--- src/rtl/snn_sched_pkg.sv ---
// Shared types for the SNN batch scheduler.
// State encoding for the per-sample sequencing FSM.
package snn_sched_pkg;

   localparam int STATE_W = 3;

   typedef enum logic [STATE_W-1:0] {
      S_IDLE,
      S_CLEAR,
      S_RUN,
      S_DRAIN,
      S_DUMP,
      S_NEXT,
      S_FINISH
   } sched_state_t;

endpackage

--- src/rtl/snn_batch_scheduler_if.sv ---
// Config-side and datapath-side signals of the batch scheduler.
// The master drives the run request; the slave sequences the datapath.
interface snn_batch_scheduler_if #(
   parameter int NUM_OUTPUTS       = 1,
   parameter int BATCH_ADDR_WIDTH  = 6,
   parameter int RESULT_ADDR_WIDTH = 10,
   parameter int COUNT_WIDTH       = 32
) ();

   logic                              start;
   logic                              abort;
   logic [BATCH_ADDR_WIDTH:0]         num_samples;
   logic [BATCH_ADDR_WIDTH-1:0]       first_batch;
   logic [COUNT_WIDTH-1:0]            sim_time;
   logic [NUM_OUTPUTS*COUNT_WIDTH-1:0] spike_counts;

   logic [BATCH_ADDR_WIDTH-1:0]       batch_sel;
   logic                              network_rst;
   logic                              network_en;
   logic [COUNT_WIDTH-1:0]            timestep;
   logic                              res_wen;
   logic [RESULT_ADDR_WIDTH-1:0]      res_addr;
   logic [COUNT_WIDTH-1:0]            res_data;
   logic [BATCH_ADDR_WIDTH:0]         sample_idx;
   logic                              busy;
   logic                              done;

   modport master (
      output start, abort, num_samples, first_batch,
      output sim_time, spike_counts,
      input  batch_sel, network_rst, network_en, timestep,
      input  res_wen, res_addr, res_data, sample_idx, busy, done
   );

   modport slave (
      input  start, abort, num_samples, first_batch,
      input  sim_time, spike_counts,
      output batch_sel, network_rst, network_en, timestep,
      output res_wen, res_addr, res_data, sample_idx, busy, done
   );

endinterface

--- src/rtl/counter.sv ---
// Up-counter with synchronous clear and count enable.
module counter #(
   parameter int WIDTH = 32
) (
   input  logic             i_clk,
   input  logic             i_rst,
   input  logic             i_en,
   output logic [WIDTH-1:0] o_count
);

   logic [WIDTH-1:0] r_count;

   always_ff @(posedge i_clk) begin
      if (i_rst)
         r_count <= '0;
      else if (i_en)
         r_count <= r_count + WIDTH'(1);
   end

   assign o_count = r_count;

endmodule

--- src/rtl/snn_batch_scheduler.sv ---
// Runs the SNN core over a batch of stored spike patterns and
// dumps every output neuron's spike count into the results RAM.
module snn_batch_scheduler
   import snn_sched_pkg::*;
#(
   parameter int NUM_OUTPUTS       = 1,
   parameter int OUT_IDX_BITS      = 4,
   parameter int BATCH_ADDR_WIDTH  = 6,
   parameter int RESULT_ADDR_WIDTH = 10,
   parameter int COUNT_WIDTH       = 32
) (
   input logic                 clk,
   input logic                 rst,
   snn_batch_scheduler_if.slave bus
);

   localparam int IDX_W = BATCH_ADDR_WIDTH + 1;

   sched_state_t                 r_state;
   logic [IDX_W-1:0]             r_num;
   logic [IDX_W-1:0]             r_sample_idx;
   logic [BATCH_ADDR_WIDTH-1:0]  r_first;
   logic [BATCH_ADDR_WIDTH-1:0]  r_batch_sel;
   logic [COUNT_WIDTH-1:0]       r_sim_time;
   logic [COUNT_WIDTH-1:0]       r_res_data;
   logic [RESULT_ADDR_WIDTH-1:0] r_res_addr;
   logic [OUT_IDX_BITS-1:0]      r_k;
   logic                         r_network_rst;
   logic                         r_network_en;
   logic                         r_res_wen;
   logic                         r_busy;
   logic                         r_done;

   logic                         w_cnt_rst;
   logic [COUNT_WIDTH-1:0]       w_timestep;
   logic [IDX_W-1:0]             w_idx_inc;
   logic [OUT_IDX_BITS-1:0]      w_k_nxt;
   logic                         w_k_last;
   logic                         w_run_last;
   logic [RESULT_ADDR_WIDTH-1:0] w_addr_nxt;
   logic [COUNT_WIDTH-1:0]       w_count_sel;

   assign w_cnt_rst = rst || (r_state == S_CLEAR);

   counter #(.WIDTH(COUNT_WIDTH)) u_timestep (
      .i_clk   (clk),
      .i_rst   (w_cnt_rst),
      .i_en    (r_network_en),
      .o_count (w_timestep)
   );

   assign w_idx_inc  = r_sample_idx + IDX_W'(1);
   assign w_k_nxt    = (r_state == S_DUMP) ?
                       r_k + OUT_IDX_BITS'(1) : '0;
   assign w_k_last   = (r_k == OUT_IDX_BITS'(NUM_OUTPUTS - 1));
   assign w_run_last = (w_timestep == r_sim_time - COUNT_WIDTH'(1));
   // Address wraps silently at the RAM depth.
   assign w_addr_nxt = RESULT_ADDR_WIDTH'(
      32'(r_sample_idx) * NUM_OUTPUTS + 32'(w_k_nxt));

   always_comb begin
      w_count_sel = '0;
      for (int i = 0; i < NUM_OUTPUTS; i++)
         if (w_k_nxt == OUT_IDX_BITS'(i))
            w_count_sel = bus.spike_counts[i*COUNT_WIDTH +: COUNT_WIDTH];
   end

   always_ff @(posedge clk) begin
      if (rst) begin
         r_state       <= S_IDLE;
         r_num         <= '0;
         r_sample_idx  <= '0;
         r_first       <= '0;
         r_batch_sel   <= '0;
         r_sim_time    <= '0;
         r_res_data    <= '0;
         r_res_addr    <= '0;
         r_k           <= '0;
         r_network_rst <= 1'b0;
         r_network_en  <= 1'b0;
         r_res_wen     <= 1'b0;
         r_busy        <= 1'b0;
         r_done        <= 1'b0;
      end else begin
         r_network_rst <= 1'b0;
         r_network_en  <= 1'b0;
         r_res_wen     <= 1'b0;
         r_done        <= 1'b0;
         if (r_state != S_IDLE && bus.abort) begin
            r_state       <= S_IDLE;
            r_network_rst <= 1'b1;
            r_busy        <= 1'b0;
         end else begin
            unique case (r_state)
               S_IDLE: if (bus.start) begin
                  r_num        <= bus.num_samples;
                  r_first      <= bus.first_batch;
                  r_sim_time   <= bus.sim_time;
                  r_sample_idx <= '0;
                  r_batch_sel  <= bus.first_batch;
                  r_busy       <= 1'b1;
                  if (bus.num_samples == '0) begin
                     r_state <= S_FINISH;
                     r_done  <= 1'b1;
                  end else begin
                     r_state       <= S_CLEAR;
                     r_network_rst <= 1'b1;
                  end
               end
               S_CLEAR: if (r_sim_time == '0) begin
                  r_state <= S_DRAIN;
               end else begin
                  r_state      <= S_RUN;
                  r_network_en <= 1'b1;
               end
               S_RUN: if (w_run_last)
                  r_state <= S_DRAIN;
               else
                  r_network_en <= 1'b1;
               S_DRAIN, S_DUMP:
                  if (r_state == S_DUMP && w_k_last) begin
                     r_state <= S_NEXT;
                  end else begin
                     r_state    <= S_DUMP;
                     r_k        <= w_k_nxt;
                     r_res_wen  <= 1'b1;
                     r_res_addr <= w_addr_nxt;
                     r_res_data <= w_count_sel;
                  end
               S_NEXT: begin
                  r_sample_idx <= w_idx_inc;
                  r_batch_sel  <= r_first +
                                  w_idx_inc[BATCH_ADDR_WIDTH-1:0];
                  if (w_idx_inc == r_num) begin
                     r_state <= S_FINISH;
                     r_done  <= 1'b1;
                  end else begin
                     r_state       <= S_CLEAR;
                     r_network_rst <= 1'b1;
                  end
               end
               S_FINISH: begin
                  r_state <= S_IDLE;
                  r_busy  <= 1'b0;
               end
               default: r_state <= S_IDLE;
            endcase
         end
      end
   end

   assign bus.batch_sel   = r_batch_sel;
   assign bus.network_rst = r_network_rst;
   assign bus.network_en  = r_network_en;
   assign bus.timestep    = w_timestep;
   assign bus.res_wen     = r_res_wen;
   assign bus.res_addr    = r_res_addr;
   assign bus.res_data    = r_res_data;
   assign bus.sample_idx  = r_sample_idx;
   assign bus.busy        = r_busy;
   assign bus.done        = r_done;

endmodule

--- src/flat_wrapper.sv ---
// flat-port wrapper written by rule: the top's interface ports become plain ports
module snn_batch_scheduler_flat import snn_sched_pkg::*;
#(
   parameter int NUM_OUTPUTS       = 1,
   parameter int OUT_IDX_BITS      = 4,
   parameter int BATCH_ADDR_WIDTH  = 6,
   parameter int RESULT_ADDR_WIDTH = 10,
   parameter int COUNT_WIDTH       = 32
)
  (clk, rst, bus_start, bus_abort, bus_num_samples, bus_first_batch, bus_sim_time, bus_spike_counts, bus_batch_sel, bus_network_rst, bus_network_en, bus_timestep, bus_res_wen, bus_res_addr, bus_res_data, bus_sample_idx, bus_busy, bus_done);
  snn_batch_scheduler_if #(.NUM_OUTPUTS(NUM_OUTPUTS), .BATCH_ADDR_WIDTH(BATCH_ADDR_WIDTH), .RESULT_ADDR_WIDTH(RESULT_ADDR_WIDTH), .COUNT_WIDTH(COUNT_WIDTH)) bus_i ();
  input logic clk;
  input logic rst;
  input wire logic [$bits(bus_i.start)-1:0] bus_start;
  input wire logic [$bits(bus_i.abort)-1:0] bus_abort;
  input wire logic [$bits(bus_i.num_samples)-1:0] bus_num_samples;
  input wire logic [$bits(bus_i.first_batch)-1:0] bus_first_batch;
  input wire logic [$bits(bus_i.sim_time)-1:0] bus_sim_time;
  input wire logic [$bits(bus_i.spike_counts)-1:0] bus_spike_counts;
  output wire logic [$bits(bus_i.batch_sel)-1:0] bus_batch_sel;
  output wire logic [$bits(bus_i.network_rst)-1:0] bus_network_rst;
  output wire logic [$bits(bus_i.network_en)-1:0] bus_network_en;
  output wire logic [$bits(bus_i.timestep)-1:0] bus_timestep;
  output wire logic [$bits(bus_i.res_wen)-1:0] bus_res_wen;
  output wire logic [$bits(bus_i.res_addr)-1:0] bus_res_addr;
  output wire logic [$bits(bus_i.res_data)-1:0] bus_res_data;
  output wire logic [$bits(bus_i.sample_idx)-1:0] bus_sample_idx;
  output wire logic [$bits(bus_i.busy)-1:0] bus_busy;
  output wire logic [$bits(bus_i.done)-1:0] bus_done;
  assign bus_i.start = bus_start;
  assign bus_i.abort = bus_abort;
  assign bus_i.num_samples = bus_num_samples;
  assign bus_i.first_batch = bus_first_batch;
  assign bus_i.sim_time = bus_sim_time;
  assign bus_i.spike_counts = bus_spike_counts;
  assign bus_batch_sel = bus_i.batch_sel;
  assign bus_network_rst = bus_i.network_rst;
  assign bus_network_en = bus_i.network_en;
  assign bus_timestep = bus_i.timestep;
  assign bus_res_wen = bus_i.res_wen;
  assign bus_res_addr = bus_i.res_addr;
  assign bus_res_data = bus_i.res_data;
  assign bus_sample_idx = bus_i.sample_idx;
  assign bus_busy = bus_i.busy;
  assign bus_done = bus_i.done;
  snn_batch_scheduler #(.NUM_OUTPUTS(NUM_OUTPUTS), .OUT_IDX_BITS(OUT_IDX_BITS), .BATCH_ADDR_WIDTH(BATCH_ADDR_WIDTH), .RESULT_ADDR_WIDTH(RESULT_ADDR_WIDTH), .COUNT_WIDTH(COUNT_WIDTH)) u_core (.clk(clk), .rst(rst), .bus(bus_i));
endmodule
--- config.mk ---
export PLATFORM = sky130hd
export DESIGN_NAME = snn_batch_scheduler_flat
export DESIGN_NICKNAME = d
export VERILOG_FILES = /design/src/rtl/snn_sched_pkg.sv /design/src/rtl/snn_batch_scheduler_if.sv /design/src/rtl/counter.sv /design/src/rtl/snn_batch_scheduler.sv /design/src/flat_wrapper.sv
export SDC_FILE = /design/constraint.sdc
export NUM_CORES = 1
export LEC_CHECK = 0
export ABC_AREA = 1
export CAP_MARGIN = 15
export CORE_MARGIN = 1
export CORE_UTILIZATION = 47
export DETAILED_ROUTE_END_ITERATION = 8
export PLACE_DENSITY = 0.78
export SYNTH_ARGS = -nofsm -noshare
export SYNTH_HDL_FRONTEND = slang
export SYNTH_HIERARCHICAL = 1
export SYNTH_SLANG_ARGS = --single-unit
--- constraint.sdc ---
create_clock -name clk -period 2.45 [get_ports clk]
set_input_delay 0.49 -clock clk [delete_from_list [all_inputs] [get_ports clk]]
set_output_delay 0.49 -clock clk [all_outputs]
set_load 0.03 [all_outputs]
==> flow_metrics.py <==
metrics = {
    "sta": {
        "setup_viol": 0,
        "hold_viol_final": 0,
        "finClkSkew_ns": 0.009658,
        "rsz0062_at_grt": "true",
        "maxSlewHeadroom_pct": 51.35,
        "tightest_slew_ns": 0.7289,
        "finalMaxSlewViolations": 0,
        "fin_crit_sh_pct": 95.06,
        "holdWs_ns": 0.3787,
        "fin_crit_ns": 2.329,
        "max_freq_mhz": 429.4,
    },
    "worst_setup_path": {
        "cp.arrival_ns": 2.68,
        "critPathSlowestCell": "or4_1",
        "critical_path.cell_chain": "nor2_2 > nand2_2 > nor2_4 > ha_1 > inv_1 > fa_1 > nand3b_1 > and2_1 > or4_1 > a31oi_1",
        "slowest_delay_ns": 0.43,
        "r2r_setup_slack_ns": 0.12,
        "worst-path-max-fanout": 5,
        "r2r_start": "u_core/r_state[1]$_SDFFE_PP0P_",
        "cp.required_ns": 2.80,
        "start_kind": "flop",
        "r2r_end": "u_core/bus.res_addr[6]$_SDFFE_PP0P_",
        "startpoint": "u_core/r_state[1]$_SDFFE_PP0P_",
        "crit_path_end_kind": "flop",
        "critPathKind": "flop to flop",
        "reg2regPathDepth": 10,
    },
    "place": {
        "gp_congestion": 0.9016,
        "portBuffers": 170,
        "dp_hpwl_um": 15920,
    },
    "die": {
        "ios": 173,
        "start_util_pct": 47.94,
        "core_region_area_mm2": 0.01652,
        "die_h_um": 131.8,
        "row_count": 47,
        "die_w_um": 131.8,
        "dieArea_mm2": 0.01738,
    },
    "yosys": {
        "synth.avg_cell_area_um2": 6.846,
        "ys_ff_latch": 142,
        "synth.distinct_cells": 51,
        "netlist_area_mm2": 0.007921,
        "syn_inst": 1157,
        "seq_area_frac_synth_pct": 35.89,
        "synth_commonest_cells": "nand2_1, nor2_1, dfxtp_1",
        "yosysTopAreaCell": "dfxtp_1",
        "yosys.cell_count.top_type": "nand2_1",
        "synth-edff-count": 0,
        "ys_warn_count": 6,
        "async_flop_share_pct": 0,
        "ys.flop_type": "dfxtp_1",
        "netlist_top_cells_area": "dfxtp_1, nand2_1, nor2_1",
        "synth_top_area_share_pct": 35.89,
    },
    "routing": {
        "antenna_left": 0,
        "routed_via_density": 5.125,
        "routedWlPerCell_um": 13.56,
        "wl_um": 21190,
        "vias": 8005,
        "first_pass_iters": 6,
        "first_iter_violations": 414,
        "drc": 0,
    },
    "cts": {
        "clock-root-buffer": "clkbuf_16",
        "cts_buffer_depth": 2,
        "cts_setup_buffers": 0,
        "cts_tree": "done",
        "numCtsBuffers": 17,
        "cts.clk_slew.worst_paths_ns": 0.06,
        "ctsHoldBuffers": 0,
        "clk_latency_ns": 0.43,
        "cts_resized": 0,
        "cts_sinks": 142,
        "htreeDepth": 4,
    },
    "final_layout": {
        "diodes": 0,
        "final_net_count": 1426,
        "fill_cells": 1511,
        "register_area_mm2": 0.002843,
        "drive_gt1_share_pct": 12.22,
        "multiInputGateArea_mm2": 0.004484,
        "final_core_util_pct": 63.41,
        "area_delta_synth_final_pct": 32.27,
    },
    "pwr": {
        "p_leak_nw": 4.259,
        "combPwrFrac_pct": 37.9,
        "switchingPower_mw": 3.660,
        "p_int_mw": 5.376,
        "p_per_area_mw_per_mm2": 862.5,
        "netSwitchingFraction_pct": 40.51,
        "seq_power_share_pct": 33.5,
        "clkPwrFrac_pct": 28.6,
        "irDropWorstVdd_mv": 0.6217,
    },
    "global_routing": {
        "overflow": 0,
        "grt_max_degree": 61,
        "antenna_found_initial": 2,
        "grt_usage_pct": 24.61,
        "grt_pass1_wl_um": 35050,
        "grt_pass1_vias": 7418,
    },
    "min_path": {
        "holdCritStartpoint": "rst",
        "hold_path_class": "primary input to flop",
        "whs_endpoint": "u_core/r_state[1]$_SDFFE_PP0P_",
        "whs_path_depth": 4,
    },
    "flow_run": {
        "maxCapViolations": 0,
    },
    "run_status": {
        "status": "complete, no violations",
    },
}
layout by cell type (no fill, tap or decap), drive strengths merged, types with 17 or more instances in the layout:
cell           synthesis  final
inv                  113    122
clkbuf                25     17
nand2                286    286
nor2                 212    212
dfxtp                142    142
o21ai                 80     80
xor2                  33     33
nand4                 18     18
nand3                 54     54
a21oi                102    102
clkdlybuf4s50          0    169
buf                   11     19
layer usage:
metal	vias to the layer above	wire length (µm)	track usage, %
met4	0	482	7.946
met5	-	0	0
met1	3650	9101	30.11
met2	269	10160	42.12
met3	42	1443	6.267
li1	4044	-	-
critical path: cells and delay by family (launching register included):
family | cells | cell delay, ns
simple gates | 6 | 1.19
buf+inv | 1 | 0.06
flops | 1 | 0.34
compound gates | 1 | 0.13
fa+ha+maj | 2 | 0.55
flip-flops by register name (all words and copies together) (netlist names):
signal,cells
u_core/bus.batch_sel,6
u_core/bus.busy,1
u_core/bus.done,1
u_core/bus.network_en,1
u_core/bus.network_rst,1
u_core/bus.res_addr,8
u_core/bus.res_data,32
u_core/bus.res_wen,1
u_core/bus.sample_idx,7
u_core/r_first,6
u_core/r_k,4
u_core/r_num,7
u_core/r_sim_time,32
u_core/r_state,3
u_core/u_timestep/o_count,32
final cells by class:
cell class                 instances  share of cell area, %
multi-input combinational        864                  42.80
clock buffer                      17                  4.060
tap                              220                  2.627
inverter                         116                  4.180
timing repair buffer             188                  17.60
sequential                       142                  27.13
clock inverter                    15                  1.600
per-stage QoR:
stage / power (mW) / worst slack, ns / instances / cell area [µm²] / setup TNS, ns
3_5_place_dp: 6.437 / 0.07633 / 1530 / 9869 / 0
5_1_grt: 9.629 / -0.005878 / 1562 / 10480 / -0.006993
4_1_cts: 9.062 / 0.07118 / 1562 / 10460 / 0
6_report: 9.037 / 0.1210 / 1562 / 10480 / 0
3_3_place_gp: 6.374 / 0.1743 / 1530 / 9869 / 0
2_1_floorplan: 5.426 / 0.07348 / 1158 / 7925 / 0
kinds of logic (layout without fill, tap and decap cells):
group,count (synthesis),in the layout,share of synthesized area (%)
AO/OA/AOI/OAI,199,199,14.04
XOR/XNOR,49,49,5.418
adder cells (fa/ha/maj),16,16,2.717
buffers and inverters,152,336,7.771
flip-flops,142,142,35.89
other,1,2,0.04734
AND/OR/NAND/NOR,598,598,34.12
how the worst max path moves through the flow:
| stage | slack (ns) | end |
|---|---|---|
| 4_1_cts | 0.07 | u_core/bus.res_addr[6]$_SDFFE_PP0P_ |
| 5_1_grt | -0.006 | u_core/bus.res_addr[6]$_SDFFE_PP0P_ |
| 3_3_place_gp | 0.17 | u_core/bus.res_addr[6]$_SDFFE_PP0P_ |
| 3_5_place_dp | 0.08 | u_core/bus.res_addr[6]$_SDFFE_PP0P_ |
| 2_1_floorplan | 0.07 | u_core/bus.batch_sel[5]$_SDFFE_PP0P_ |
| 6_report | 0.12 | u_core/bus.res_addr[6]$_SDFFE_PP0P_ |
power groups by stage:
| stage | registers (mW) | logic [mW] | clock network [mW] |
|---|---|---|---|
| 2_1_floorplan | 3.24 | 2.19 | 0 |
| 3_3_place_gp | 3.06 | 3.32 | 0 |
| 3_5_place_dp | 3.06 | 3.37 | 0 |
| 4_1_cts | 3.02 | 3.41 | 2.63 |
| 5_1_grt | 3.06 | 3.83 | 2.73 |
| 6_report | 3.03 | 3.42 | 2.59 |
(Power assumes the default switching activity.)
